==> src/rtl/round_robin_arbiter.sv <==
// Round-robin arbiter with a programmable wrap point, a per-grant hold limit
// and a one-cycle timeout pulse when a grant is forcibly released.
module round_robin_arbiter #(
  parameter int N        = 4,
  parameter int WIDTH    = 2,
  parameter int MAX_HOLD = 8
) (
  input  logic             clk,
  input  logic             rst,
  input  logic             enable,
  input  logic [N-1:0]     req,
  input  logic             last,
  input  logic [WIDTH-1:0] max_id,
  output logic [N-1:0]     gnt,
  output logic [WIDTH-1:0] gnt_id,
  output logic             gnt_valid,
  output logic             timeout
);

  localparam int HOLD_W = (MAX_HOLD > 1) ? $clog2(MAX_HOLD) : 1;
  localparam logic [HOLD_W-1:0] HOLD_LAST = HOLD_W'(MAX_HOLD - 1);

  typedef enum logic [0:0] {
    ST_IDLE  = 1'b0,
    ST_GRANT = 1'b1
  } state_t;

  state_t            state_r, state_s;
  logic [WIDTH-1:0]  ptr_r, ptr_s;
  logic [HOLD_W-1:0] hold_cnt_r, hold_cnt_s;
  logic [N-1:0]      gnt_r, gnt_s;
  logic [WIDTH-1:0]  gnt_id_r, gnt_id_s;
  logic              gnt_valid_r, gnt_valid_s;
  logic              timeout_r, timeout_s;
  logic              ready_r;

  logic [N-1:0]      elig_s;
  logic [WIDTH-1:0]  start_s;
  logic              hi_found_s, lo_found_s, sel_found_s;
  logic [WIDTH-1:0]  hi_idx_s, lo_idx_s, sel_idx_s;
  logic [N-1:0]      hi_oh_s, lo_oh_s, sel_oh_s;
  logic              cur_req_s, hold_hit_s, release_s;

  // Requesters beyond the wrap point are masked out entirely.
  always_comb begin
    elig_s = {N{1'b0}};
    for (int i = 0; i < N; i++) begin
      if (WIDTH'(i) <= max_id) begin
        elig_s[i] = req[i];
      end else begin
        elig_s[i] = 1'b0;
      end
    end
  end

  // Rotating priority scan: lowest eligible index at or above the start point
  // wins, otherwise the lowest eligible index below it (the wrapped part).
  always_comb begin
    start_s    = (ptr_r > max_id) ? {WIDTH{1'b0}} : ptr_r;
    hi_found_s = 1'b0;
    hi_idx_s   = {WIDTH{1'b0}};
    hi_oh_s    = {N{1'b0}};
    lo_found_s = 1'b0;
    lo_idx_s   = {WIDTH{1'b0}};
    lo_oh_s    = {N{1'b0}};
    for (int i = N - 1; i >= 0; i--) begin
      if (elig_s[i] && (WIDTH'(i) >= start_s)) begin
        hi_found_s = 1'b1;
        hi_idx_s   = WIDTH'(i);
        hi_oh_s    = {N{1'b0}};
        hi_oh_s[i] = 1'b1;
      end else if (elig_s[i]) begin
        lo_found_s = 1'b1;
        lo_idx_s   = WIDTH'(i);
        lo_oh_s    = {N{1'b0}};
        lo_oh_s[i] = 1'b1;
      end else begin
        lo_found_s = lo_found_s;
      end
    end
    sel_found_s = hi_found_s | lo_found_s;
    sel_idx_s   = hi_found_s ? hi_idx_s : lo_idx_s;
    sel_oh_s    = hi_found_s ? hi_oh_s  : lo_oh_s;
  end

  // Release conditions for the running grant.
  always_comb begin
    cur_req_s  = |(req & gnt_r);
    hold_hit_s = (hold_cnt_r == HOLD_LAST);
    release_s  = last | ~cur_req_s | hold_hit_s;
  end

  // Next-state and output decode.
  always_comb begin
    state_s     = state_r;
    ptr_s       = ptr_r;
    hold_cnt_s  = hold_cnt_r;
    gnt_s       = gnt_r;
    gnt_id_s    = gnt_id_r;
    gnt_valid_s = gnt_valid_r;
    timeout_s   = 1'b0;
    case (state_r)
      ST_IDLE: begin
        gnt_s       = {N{1'b0}};
        gnt_valid_s = 1'b0;
        if (enable && ready_r && sel_found_s) begin
          state_s     = ST_GRANT;
          gnt_s       = sel_oh_s;
          gnt_id_s    = sel_idx_s;
          gnt_valid_s = 1'b1;
          hold_cnt_s  = {HOLD_W{1'b0}};
        end else begin
          state_s = ST_IDLE;
        end
      end
      ST_GRANT: begin
        if (release_s) begin
          state_s     = ST_IDLE;
          gnt_s       = {N{1'b0}};
          gnt_valid_s = 1'b0;
          hold_cnt_s  = {HOLD_W{1'b0}};
          ptr_s       = (gnt_id_r >= max_id) ? {WIDTH{1'b0}} : (gnt_id_r + WIDTH'(1));
          // Pulse only when the limit alone forced the release.
          timeout_s   = hold_hit_s & ~last & cur_req_s;
        end else begin
          hold_cnt_s = hold_cnt_r + HOLD_W'(1);
        end
      end
      default: begin
        state_s     = ST_IDLE;
        gnt_s       = {N{1'b0}};
        gnt_valid_s = 1'b0;
        hold_cnt_s  = {HOLD_W{1'b0}};
      end
    endcase
  end

  // State and registered outputs; ready_r holds off grants for the first edge after reset.
  always_ff @(posedge clk or negedge rst) begin
    if (!rst) begin
      state_r     <= ST_IDLE;
      ptr_r       <= {WIDTH{1'b0}};
      hold_cnt_r  <= {HOLD_W{1'b0}};
      gnt_r       <= {N{1'b0}};
      gnt_id_r    <= {WIDTH{1'b0}};
      gnt_valid_r <= 1'b0;
      timeout_r   <= 1'b0;
      ready_r     <= 1'b0;
    end else begin
      state_r     <= state_s;
      ptr_r       <= ptr_s;
      hold_cnt_r  <= hold_cnt_s;
      gnt_r       <= gnt_s;
      gnt_id_r    <= gnt_id_s;
      gnt_valid_r <= gnt_valid_s;
      timeout_r   <= timeout_s;
      ready_r     <= 1'b1;
    end
  end

  assign gnt       = gnt_r;
  assign gnt_id    = gnt_id_r;
  assign gnt_valid = gnt_valid_r;
  assign timeout   = timeout_r;

endmodule

==> config.mk <==
export PLATFORM = sky130hd
export DESIGN_NAME = round_robin_arbiter
export DESIGN_NICKNAME = d
export VERILOG_FILES = /design/src/rtl/round_robin_arbiter.sv
export SDC_FILE = /design/constraint.sdc
export NUM_CORES = 1
export LEC_CHECK = 0
export BUFFER_PORTS_ARGS = -buffer_cell sky130_fd_sc_hd__buf_4
export CAP_MARGIN = 10
export CORE_UTILIZATION = 45
export CTS_CLUSTER_SIZE = 16
export DETAILED_ROUTE_END_ITERATION = 16
export PLACE_DENSITY = 0.69
export SLEW_MARGIN = 25
export SYNTH_ARGS = -nofsm -noshare
export SYNTH_HDL_FRONTEND = slang
export SYNTH_SLANG_ARGS = --single-unit
==> constraint.sdc <==
create_clock -name clk -period 2 [get_ports clk]
set_input_delay 0.4 -clock clk [delete_from_list [all_inputs] [get_ports clk]]
set_output_delay 0.4 -clock clk [all_outputs]
set_load 0.1 [all_outputs]
==> metrics.md <==
| Metric | Value |
|---|---|
| Max cap viols | `0` |
| Hold Crit Class | `input port to flip-flop` |
| Power density over the cells | `1080 nW/µm²` |
| Final min period | `1910 ps` |
| WL/cell | `between 10 and 15 µm` |
| Detailed-route via count | `893` |
| I/O Pins | `18` |
| CTS tree | `yes` |
| Fin. Hold Viols | `0` |
| Syn_nets | `~120` |
| Placed Cells | `about 160` |
| Fmax | `524 MHz` |
| Synth top area cells | `dfrtp_1 (36%), ha_1 (7.2%), a21oi_1 (4.3%)` |
| RSZ-0062 raised after global routing | `no` |
| Dominant cell type by area after synthesis | `dfrtp_1` |
| Largest net degree at the start of global routing | `16` |
| Post-synth top cells | `dfrtp_1 (15), a21oi_1 (9), inv_1 (7)` |
| # H-tree levels | `1` |
| Via density | `5.55` |
| Fin area | `1320 µm²` |
| Status | `complete, no violations` |
| Clock-pin slew on the worst setup and hold paths | `80 ps` |
| Final Util | `60.1%` |
| Critical path class | `flip-flop to flip-flop` |
| Final #Nets | `150` |
| Port bufs | `17` |
| Antenna diode instance count | `0` |
| CP Data Required Time | `2180 ps` |
| Initial DRC Count | `13` |
| Die area | `2510 µm²` |
| Clock Sinks | `15` |
| Setup violations, final | `0` |
| Area grow syn2layout | `26.4%` |
| Top FF cell, synth | `dfrtp_1` |
| Worst-path fanout max | `4` |
| Mapped Cells | `106` |
| Placed inst area | `1270 µm²` |
| Gpl congestion | `0.912` |
| Routed WL | `between 2000 and 2500 µm` |
| Syn. warnings | `0` |
| Critical path arrival | `2090 ps` |
| DRC | `0` |
| Layout cells sized above 1 | `33.1%` |
| Dpl ws | `-32.9 ps` |
| Vias in the first global route | `~910` |
| Static Leak | `0.629 nW` |
| Async set-or-reset flop fraction in the synthesized netlist | `100%` |
| Pre-antenna DRT Iters | `4` |
| Post-CTS Repair Setup Buffers | `0` |
| Register area share after synthesis | `36.0%` |
| Initial antenna violation count | `0` |
| Site row count | `17` |
| Routed Antenna Nets | `0` |
| IR drop worst, VDD | `0.943 mV` |
| Final WS setup | `93.1 ps` |
| Most common cell in the netlist | `dfrtp_1` |
| Clock tree buffer depth | `2` |
| Yosys top cell area share | `36.0%` |
| Chip Width | `50.1 µm` |
| Worst setup SP type | `flip-flop` |
| Fill count | `190` |
| Non-Filler Instances | `161` |
| EDFF count, synth | `0` |
| Critical Path End Type | `flip-flop` |
| Clock Latency Late Sink | `280 ps` |
| Total grt overflow | `0` |
| GRT Util Overall | `21.6%` |
| Worst Skew | `4.35 ps` |
| First-pass GRT wire length | `4020 µm` |
| Cell variety after synth | `42` |
| Starting Density | `a little under half` |
| Die H | `50.1 µm` |
| CTS Buf Count | `3` |
| Mapped cell area | `1040 µm²` |
| Synth Area per Inst | `9.83 µm²` |
| Number of synthesized register bits | `15` |
| Slew Limit Fails | `0` |
| Core area | `2190 µm²` |
| Final period utilization | `95.3%` |
| Root buffer selected by CTS | `clkbuf_4` |
| Post-detail-place hpwl | `1830 µm` |
what timing repair did:
item                                   CTS  global route
setup endpoints to repair                0             1
endpoints found under the hold margin   15             0
hold buffers                             1             0
resized for setup                        0             1
flip-flops by register name, indices dropped and copies added, names as in the netlist:
| signal | flops |
|---|---|
| state_r | 1 |
| ready_r | 1 |
| hold_cnt_r | 3 |
| ptr_r | 2 |
| gnt_id | 2 |
| gnt | 4 |
| gnt_valid | 1 |
| timeout | 1 |
per-layer routing:
metal / part of all wire, % / track usage [%] / wire (µm)
met5: 0 / 0 / 0
met4: 1.3 / 6.19 / 29
met3: 4.7 / 6.48 / 105
met2: 47 / 33.1 / 1060
met1: 47 / 28.9 / 1060
path summary, 6_finish.rpt:
check,from,end,slack [ps],cells after the start
setup reg to reg,ptr_r[0],gnt[0],90,8
hold reg to reg,hold_cnt_r[1],hold_cnt_r[1],540,1
hold / removal,last,timeout,450,3
setup / recovery,ptr_r[0],gnt[0],90,8
max in group asynchronous,rst,ptr_r[1],1330,2
min in group asynchronous,rst,gnt_id[1],490,2
per-stage QoR:
stage | power [mW] | setup TNS, ps | hold WS, ps
after detailed placement | 1.25 | -57.6 | 266
final | 1.42 | 0 | 454
after floorplan | 1.04 | 0 | 104
after CTS | 1.43 | 0 | 444
after global placement | 1.23 | 0 | 262
after global routing | 1.54 | 0 | 445
cell usage in the layout, fill, tap and decap left out, types with 3 or more instances in the layout:
master     n
a21oi_1    9
a32o_1     4
buf_4     26
clkbuf_4   3
dfrtp_1   15
ha_1       5
inv_1      5
nand2_1    6
nand3_1    4
nor2_1     3
nor2b_1    3
o21ai_0    5
final cells by class:
type	instances	area [µm²]	share of cell area [%]
multi-input cells	80	647	49.1
flip-flops and latches	15	375	28.5
repair buffers	27	205	15.6
well taps	28	35.0	2.66
inverters	7	28.8	2.18
clock buffers	4	26.3	1.99
cells by family after synthesis:
kind of cell | after synthesis | share of synthesized area (%)
buffers and inverters | 11 | 5.04
XOR/XNOR | 1 | 0.840
AO/OA/AOI/OAI | 42 | 32.1
adder cells (fa/ha/maj) | 6 | 7.20
flip-flops | 15 | 36.0
multiplexers | 3 | 3.36
other | 1 | 0.360
AND/OR/NAND/NOR | 27 | 15.1
report_power, final:
part / total, mW / internal (mW) / switching [mW]
Combinational: 0.825 / 0.313 / 0.512
Sequential: 0.425 / 0.359 / 0.0659
Clock: 0.171 / 0.0775 / 0.0930
Total: 1.42 / 0.750 / 0.671
worst max-delay path: stages (launching register included):
cell and delay, ps:
dfrtp_1 390, inv_2 80, ha_1 250, and3_4 200
a21o_2 200, a21oi_2 200, a211oi_4 100, buf_4 150
a32o_1 230
Power figures use the tool's default switching activity.
